<file path="config.mk">
export PLATFORM = sky130hd
export DESIGN_NAME = imem_boot_loader_flat
export DESIGN_NICKNAME = d
export VERILOG_FILES = /design/src/rtl/imem_boot_loader_if.sv /design/src/rtl/imem_boot_loader.sv /design/src/flat_wrapper.sv
export SDC_FILE = /design/constraint.sdc
export NUM_CORES = 1
export LEC_CHECK = 0
export ABC_AREA = 1
export BUFFER_PORTS_ARGS = -buffer_cell sky130_fd_sc_hd__buf_4
export CORE_MARGIN = 10
export CORE_UTILIZATION = 40
export CTS_CLUSTER_SIZE = 12
export DETAILED_ROUTE_END_ITERATION = 6
export PLACE_DENSITY = 0.63
export SKIP_CTS_REPAIR_TIMING = 1
export SYNTH_ARGS = -nofsm -noshare
export SYNTH_HDL_FRONTEND = slang
export SYNTH_SLANG_ARGS = --single-unit
</file>
<file path="constraint.sdc">
create_clock -name clk -period 2.8 [get_ports clk]
set_input_delay 0.14 -clock clk [delete_from_list [all_inputs] [get_ports clk]]
set_output_delay 0.14 -clock clk [all_outputs]
set_load 0.005 [all_outputs]
</file>
<file path="src/rtl/imem_boot_loader_if.sv">
// Host byte link, instruction RAM write port and core status of the boot loader.
// The master side is the host/core; the slave side is the loader.
interface imem_boot_loader_if #(
    parameter int ADDR_W = 8
);
    logic              start;
    logic [7:0]        rx_data;
    logic              rx_valid;
    logic              rx_ready;
    logic              mem_we;
    logic [ADDR_W-1:0] mem_waddr;
    logic [31:0]       mem_wdata;
    logic              cpu_hold;
    logic              busy;
    logic              done;
    logic              error;
    logic [ADDR_W:0]   words_loaded;

    modport master (
        output start, rx_data, rx_valid,
        input  rx_ready, mem_we, mem_waddr, mem_wdata, cpu_hold, busy, done, error, words_loaded
    );

    modport slave (
        input  start, rx_data, rx_valid,
        output rx_ready, mem_we, mem_waddr, mem_wdata, cpu_hold, busy, done, error, words_loaded
    );
endinterface

</file>
<file path="src/rtl/imem_boot_loader.sv">
// Serial boot loader: parses a 16-bit word-count header followed by little-endian
// words and writes them into instruction RAM, holding the core until the image is complete.
module imem_boot_loader #(
    parameter int DEPTH  = 256,
    parameter int ADDR_W = 8
) (
    input  logic              clk,
    input  logic              rst,
    imem_boot_loader_if.slave bus
);
    typedef enum logic [2:0] {IDLE, HDR0, HDR1, DATA, WRITE, DONE, ERR} state_t;

    state_t            state_q, state_d;
    logic [15:0]       n_q;
    logic [1:0]        idx_q;
    logic [31:0]       word_q;
    logic [ADDR_W:0]   words_q;
    logic              mem_we_q;
    logic [ADDR_W-1:0] waddr_q;
    logic [31:0]       wdata_q;
    logic              busy_q, done_q, error_q, hold_q;

    logic              rx_ready;
    logic              accept;
    logic              restart;
    logic [15:0]       n_full;
    logic [31:0]       word_nxt;
    logic              last_word;

    assign rx_ready  = (state_q == HDR0) || (state_q == HDR1) || (state_q == DATA);
    assign accept    = rx_ready & bus.rx_valid;
    assign restart   = bus.start && ((state_q == IDLE) || (state_q == DONE) || (state_q == ERR));
    assign n_full    = {bus.rx_data, n_q[7:0]};
    // Bytes enter at the top and shift down, so the first byte ends in [7:0].
    assign word_nxt  = {bus.rx_data, word_q[31:8]};
    assign last_word = (16'(words_q) + 16'd1) == n_q;

    always_comb begin
        state_d = state_q;
        case (state_q)
            IDLE:  if (bus.start) state_d = HDR0;
            HDR0:  if (accept) state_d = HDR1;
            HDR1: begin
                if (accept) begin
                    if (n_full == 16'd0)                    state_d = DONE;
                    else if ({1'b0, n_full} > 17'(DEPTH))   state_d = ERR;
                    else                                    state_d = DATA;
                end
            end
            DATA:  if (accept && idx_q == 2'd3) state_d = WRITE;
            WRITE: state_d = last_word ? DONE : DATA;
            DONE:  if (bus.start) state_d = HDR0;
            ERR:   if (bus.start) state_d = HDR0;
            default: state_d = IDLE;
        endcase
    end

    // Status outputs are registered from the next state so they line up with state_q.
    always_ff @(posedge clk or posedge rst) begin
        if (rst) begin
            state_q  <= IDLE;
            n_q      <= '0;
            idx_q    <= '0;
            word_q   <= '0;
            words_q  <= '0;
            mem_we_q <= 1'b0;
            waddr_q  <= '0;
            wdata_q  <= '0;
            busy_q   <= 1'b0;
            done_q   <= 1'b0;
            error_q  <= 1'b0;
            hold_q   <= 1'b1;
        end else begin
            state_q  <= state_d;
            busy_q   <= (state_d == HDR0) || (state_d == HDR1) || (state_d == DATA) || (state_d == WRITE);
            done_q   <= (state_d == DONE);
            error_q  <= (state_d == ERR);
            hold_q   <= (state_d != DONE);
            mem_we_q <= (state_d == WRITE);

            if (restart) begin
                words_q <= '0;
                idx_q   <= '0;
            end
            if (accept && state_q == HDR0) n_q[7:0]  <= bus.rx_data;
            if (accept && state_q == HDR1) n_q[15:8] <= bus.rx_data;
            if (accept && state_q == DATA) begin
                word_q <= word_nxt;
                idx_q  <= idx_q + 2'd1;
                if (idx_q == 2'd3) begin
                    waddr_q <= words_q[ADDR_W-1:0];
                    wdata_q <= word_nxt;
                end
            end
            if (state_q == WRITE) words_q <= words_q + 1'b1;
        end
    end

    assign bus.rx_ready     = rx_ready;
    assign bus.mem_we       = mem_we_q;
    assign bus.mem_waddr    = waddr_q;
    assign bus.mem_wdata    = wdata_q;
    assign bus.cpu_hold     = hold_q;
    assign bus.busy         = busy_q;
    assign bus.done         = done_q;
    assign bus.error        = error_q;
    assign bus.words_loaded = words_q;
endmodule

</file>
<file path="src/flat_wrapper.sv">
// flat-port wrapper written by rule: the top's interface ports become plain ports
module imem_boot_loader_flat 
#(
    parameter int DEPTH  = 256,
    parameter int ADDR_W = 8
)
  (clk, rst, bus_start, bus_rx_data, bus_rx_valid, bus_rx_ready, bus_mem_we, bus_mem_waddr, bus_mem_wdata, bus_cpu_hold, bus_busy, bus_done, bus_error, bus_words_loaded);
  imem_boot_loader_if #(.ADDR_W(ADDR_W)) bus_i ();
  input  logic clk;
  input  logic rst;
  input wire logic [$bits(bus_i.start)-1:0] bus_start;
  input wire logic [$bits(bus_i.rx_data)-1:0] bus_rx_data;
  input wire logic [$bits(bus_i.rx_valid)-1:0] bus_rx_valid;
  output wire logic [$bits(bus_i.rx_ready)-1:0] bus_rx_ready;
  output wire logic [$bits(bus_i.mem_we)-1:0] bus_mem_we;
  output wire logic [$bits(bus_i.mem_waddr)-1:0] bus_mem_waddr;
  output wire logic [$bits(bus_i.mem_wdata)-1:0] bus_mem_wdata;
  output wire logic [$bits(bus_i.cpu_hold)-1:0] bus_cpu_hold;
  output wire logic [$bits(bus_i.busy)-1:0] bus_busy;
  output wire logic [$bits(bus_i.done)-1:0] bus_done;
  output wire logic [$bits(bus_i.error)-1:0] bus_error;
  output wire logic [$bits(bus_i.words_loaded)-1:0] bus_words_loaded;
  assign bus_i.start = bus_start;
  assign bus_i.rx_data = bus_rx_data;
  assign bus_i.rx_valid = bus_rx_valid;
  assign bus_rx_ready = bus_i.rx_ready;
  assign bus_mem_we = bus_i.mem_we;
  assign bus_mem_waddr = bus_i.mem_waddr;
  assign bus_mem_wdata = bus_i.mem_wdata;
  assign bus_cpu_hold = bus_i.cpu_hold;
  assign bus_busy = bus_i.busy;
  assign bus_done = bus_i.done;
  assign bus_error = bus_i.error;
  assign bus_words_loaded = bus_i.words_loaded;
  imem_boot_loader #(.DEPTH(DEPTH), .ADDR_W(ADDR_W)) u_core (.clk(clk), .rst(rst), .bus(bus_i));
endmodule
</file>
; Word-level counts from Yosys, hierarchy flattened
; Index checks and enable logic that the tools add are counted.
[classes]
add_sub_neg = 3
order_cmp = 1
n_eq_ne = 15
mux = 12
bitwise_logic = 1
reduce_logical = 18
[op_table]
columns = op, n
row1 = 2-to-1 mux 3 bit, 7
row2 = equality test 3 bit (second input constant), 6
row3 = 2-to-1 mux 9 bit, 2
row4 = equality test 16 bit, 1
row5 = greater-than comparator 16 x 9 -> 1 bit (second input constant), 1
row6 = logical NOT 16 bit, 1
row7 = case mux 3 bit (5 select lines), 1
row8 = equality test 3 x 2 -> 1 bit (second input constant), 4
row9 = adder 9 x 1 -> 10 bit (second input constant), 1
row10 = adder 9 x 1 -> 9 bit (second input constant), 1
row11 = logical OR 1 bit, 7
row12 = equality test 3 x 1 -> 1 bit (second input constant), 2
row13 = logical AND 1 bit, 5
row14 = 2-to-1 mux 2 bit, 2
row15 = nonzero test 2 bit, 2
row16 = logical NOT 3 bit, 1
row17 = != test 3 bit (second input constant), 1
row18 = OR reduction 3 bit, 1
row19 = adder 2 x 1 -> 2 bit (second input constant), 1
row20 = equality test 2 bit (second input constant), 1
row21 = AND reduction 2 bit, 1
row22 = AND 1 bit, 1
[totals]
reg_bits = 107
word_cells = 63

; Logic depth before layout (Yosys ltp)
[logic_depth]
depth_word = 11
depth_mapped = 15

; Worst setup path before layout
; No wires, ideal clock.
[synth_timing]
path_type = register to register
start = register u_core.words_q[0], in the netlist u_core.bus.words_loaded[0]
end = register u_core.busy_q, in the netlist u_core.bus.busy
arrival_ps = 1579
slack_ps = 1101
stages_incl_launch_ff = 16
synth_period_minus_slack_ps = 1699
cell_sequence = dfrtp_1 ha_1 nand2_2 inv_1 nand2_1 nand2_1 inv_1 nor2_1 nor2_1 nand2_1 nor2_1 nand2_1 nand2_2 nand3_1 nand2_1 nand2_1
[synth_via]
elab_chain_cells = 8
[synth_rtl]
columns = element, line
row1 = start: declaration, imem_boot_loader.sv:17  ; logic [ADDR_W:0] words_q;
row2 = start signal: assignment, imem_boot_loader.sv:95  ; if (state_q == WRITE) words_q <= words_q + 1'b1;
row3 = adder 9 x 1 -> 10 bit (*), imem_boot_loader.sv:36  ; assign last_word = (16'(words_q) + 16'd1) == n_q;
row4 = equality test 16 bit (*), imem_boot_loader.sv:36
row5 = 2-to-1 mux 3 bit (*), imem_boot_loader.sv:51  ; WRITE: state_d = last_word ? DONE : DATA;
row6 = case mux 3 bit (5 select lines) (*), imem_boot_loader.sv:40  ; case (state_q)
row7 = equality test 3 x 1 -> 1 bit / equality test 3 x 2 -> 1 bit (equally long branches), imem_boot_loader.sv:75  ; busy_q <= (state_d == HDR0) || (state_d == HDR1) || (state_d == DATA) || (state_d == WRITE);
row8 = logical OR 1 bit (2 in a row), imem_boot_loader.sv:75
row9 = logical OR 1 bit (*), imem_boot_loader.sv:75
row10 = end signal: assignment, imem_boot_loader.sv:75
row11 = end: declaration, imem_boot_loader.sv:21  ; logic busy_q, done_q, error_q, hold_q;
; Mark *: on every way between the ends. The rest lies on a longest branch, timed or not.
; A chain may end at the register's enable or synchronous reset.

; Worst setup path in the final report
; Ends and elaborated chain as after synthesis.

==> flow_results.org <==
** Floorplanning
- The die is 123 um wide.
- The floorplan step defined a core boundary enclosing 0.0103 mm2.
- Once the floorplan was initialized, standard cells occupied 40.9% of the core.
- In this run the core area contains 37 standard-cell rows.
- The die covers 0.0151 mm2.
- 67 I/O pins were placed.
- Measured along the y axis, the die boundary spans 123 um.

** Clock network
- At the later pin of the worst-skew pair, clock insertion delay measures 0.38 ns.
- Buffers inserted during clock tree synthesis total 9.
- Root buffer cell :: clkbuf_8
- Clock sinks :: 99
- TritonCTS built the clock tree.
- Maximum buffer depth of the clock tree :: 2
- Clock-pin slew was measured on the worst setup and hold paths at 0.09 ns.
- In this run the number of H-tree levels came out at 3.

** Yosys
- Counting flops and latches in the post-synthesis netlist gives 99.
- The share of the Yosys chip area taken by registers is 58.6%.
- The netlist uses 25 different library cells.
- During synthesis, Yosys emitted a total of 0 warnings.
- Synthesized net count :: 508
- Number of standard cells after synthesis :: 494
- Average cell area after synthesis :: 8.56 um2
- After synthesis the cells add up to 0.00423 mm2.

** Placed design
- The placed instances occupy a cell area of 0.00486 mm2.
- Global placement routability congestion :: 0.811
- Including well taps, the total number of placed cells is 685.
- Estimated wirelength of the detail-placed design :: 6950 um
- Number of port buffers :: 66

** Final layout
- From synthesis to final layout, the design area changed by 19.2%.
- For this run, the post-layout net count is 574.
- 0 antenna diodes ended up in the layout.
- Final std cell area, no fill :: 0.00504 mm2
- For this run, the number of standard cells in the final layout without fillers is 701.
- Most common library cell in the layout ignoring fill and taps :: nand2_1
- Most used cells in the layout excluding fill and tap cells :: nand2_1 (159), dfrtp_1 (98), buf_4 (71)
- Fraction of layout instances using a drive strength above 1 :: 19.3%

** Timing
- Max Clock Skew :: 0.0122 ns
- Accumulated negative setup slack :: 0 ns
- Setup violations remaining at the end of the flow were counted as 0.
- Count of pins over their slew limit :: 0
- Slew at the pin with the worst max-slew slack :: 1.04 ns
- Of the available clock period, the critical path in the final layout requires 68.9%.
- Setup repair after global routing left no endpoint under its margin.
- The number of hold violations in the final report came to 0.
- Worst hold-check slack :: 0.0119 ns
- For this run, the top clock speed supported by timing is 0.519 GHz.
- Final period demand of the worst path :: 1.93 ns
- Headroom to the max-slew limit came out at 30.7%.

** Worst setup path
- The slowest stage of the critical path is the dfrtp_1 cell.
- Critical path origin :: u_core.bus.words_loaded[0]
- Critical path destination :: u_core.bus.busy
- The startpoint identified for the worst register-to-register timing path is u_core.bus.words_loaded[0].
- Data arrival, critical path :: 2.19 ns
- Sequence of cells on the critical path :: ha_1 > nand2_2 > nor2_4 > nand2_1 > nand2_1 > nand2_1 > nand2_1 > nand3_1 > nor2_1 > nand2_1 > nand2_2 > nand3_1 > nand2_1 > nand2_1
- Counting stages on the worst path, the most repeated cell is nand2_1.
- Crit start category :: flip-flop
- Crit Path Max Fanout :: 6
- The worst register-to-register path has a depth of 14.
- Crit path kind :: reg2reg
- The worst register-to-register path ends at u_core.bus.busy.
- STA puts the critical path data required time at 3.06 ns.
- On the worst path, the slowest cell contributes a delay of 0.44 ns.
- Reg-to-reg setup timing slack :: 0.87 ns
- Endpoint class of the critical path :: flip-flop

** Routing
- For this run, design rule violations remaining after detail routing come to 0.
- For this block, the initial DRC count from the detailed router was 261.
- For this run, the detailed router's first-pass iteration total came to 5.
- Wire length after detailed routing :: 9770 um
- Dividing the detail-routed via count by the number of cells gives 4.89.
- Routed wire per std cell :: 13.9 um
- Residual antenna-violating net count after detailed routing :: 0
- Routed vias :: 3431

** Power
- Internal power comes to 2.71 mW.
- After layout, the design draws a total of 4.28 mW.
- The analysis attributes to cell leakage a power of 2.58 nW.
- Switching share of power :: 36.7%
- Dividing total power by cell area gives a power density of 850 mW/mm2.
- Part of the power in combinational logic :: 30.5%
- Sequential group share of total power :: 49.8%
- Largest vdd supply drop :: 449 uV
- Of the total power, the clock network draws 19.8%.
- Net Switching :: 1.57 mW

** Global route
- Pin count of the biggest net entering global routing :: 87
- Grt total ovfl :: 0
- Antenna violations before repair :: 0
- Total Routing Usage GR :: 13.1%
- The first global-routing pass estimated 15800 um of wire.
- The number of global-route vias before repair came to 3292.

** Hold path
- The min-delay analysis places its worst path in the category in2async.

** Flow run
- The tool flagged a number of max-cap violations equal to 0.

** Run status
- Status :: completed
-- through the flow --
step | setup slack, ns | util (%)
floorplan | 0.0712 | -
global placement | 0.979 | 47.1
detailed placement | 0.892 | 47.1
CTS | 0.872 | 48.8
global route | 0.574 | 48.8
finish | 0.872 | 48.8
-- how the worst min path moves through the flow --
stage,start,to,slack [ns],depth (start not counted)
after floorplan,bus_rx_valid,u_core.state_q[2],0.33,2
after global placement,rst,u_core.bus.mem_wdata[9],0.44,2
after detailed placement,u_core.word_q[12],u_core.bus.mem_wdata[4],0.46,2
after CTS,rst,u_core.bus.mem_wdata[10],0.06,2
after global routing,rst,u_core.bus.mem_wdata[8],0.10,2
final,rst,u_core.bus.mem_wdata[8],0.01,2
-- cells by family (layout without fill, tap and decap cells) --
| family | after synthesis | after routing | share of synthesized area [%] |
|---|---|---|---|
| AND/OR/NAND/NOR | 228 | 228 | 22.8 |
| buffers and inverters | 73 | 144 | 6.72 |
| adder cells (fa/ha/maj) | 2 | 2 | 0.592 |
| AO/OA/AOI/OAI | 92 | 92 | 11.2 |
| flip-flops | 99 | 99 | 58.6 |
-- power by group through the flow --
stage / sequential, mW / combinational [mW] / clock, mW
2_1_floorplan: 2.08 / 0.859 / 0
3_3_place_gp: 2.14 / 1.27 / 0
6_report: 2.13 / 1.30 / 0.846
5_1_grt: 2.19 / 1.52 / 0.924
3_5_place_dp: 2.15 / 1.32 / 0
4_1_cts: 2.13 / 1.33 / 0.873
-- layer usage --
layer	GRT usage, %	wire, um	vias up
met5	0	0	-
met3	4.04	663	14
met4	5.01	152	0
met2	21.0	4580	79
met1	16.3	4370	1634
li1	-	-	1704
-- worst max-delay path: cells and delay by family (launching register included) --
kind	cells	cell delay [ns]
DFF	1	0.44
and+or+nand+nor	13	1.12
adders and majority gates	1	0.25
-- area by class of cell --
class / count / area, um2
clock buffer: 9 / 124
fill: 985 / 5280
sequential: 99 / 2480
inverter: 57 / 216
timing repair buffer: 71 / 533
multi-input combinational: 322 / 1470
tap: 136 / 170
clock inverter: 7 / 51.3
-- state kept, by name, indices dropped and copies added, names as in the netlist --
| register | count |
|---|---|
| u_core.bus.mem_wdata | 32 |
| u_core.word_q | 24 |
| u_core.n_q | 16 |
| u_core.bus.words_loaded | 9 |
| u_core.bus.mem_waddr | 8 |
| u_core.state_q | 3 |
| u_core.idx_q | 2 |
| u_core.bus.busy | 1 |
| u_core.bus.cpu_hold | 1 |
| u_core.bus.done | 1 |
| u_core.bus.error | 1 |
| u_core.bus.mem_we | 1 |
-- synth_stat cells (all sizes together) --
library cell    n  area (um2)
o21ai          81         405
buf             8        40.0
nor3            2        20.0
nand3b          2        15.0
nand3          29         150
nor2           25         116
nand2         167         644
dfstp           1        26.3
o211ai          1        7.51
a31oi           2        12.5
clkbuf          8        30.0
a21oi           2        10.0
o21bai          1        7.51
dfrtp          98        2450
inv            56         210
ha              2        25.0
clkinv          1        3.75
o22ai           5        31.3
nand4           3        18.8
No activity file was read; power rests on OpenSTA's default activity.
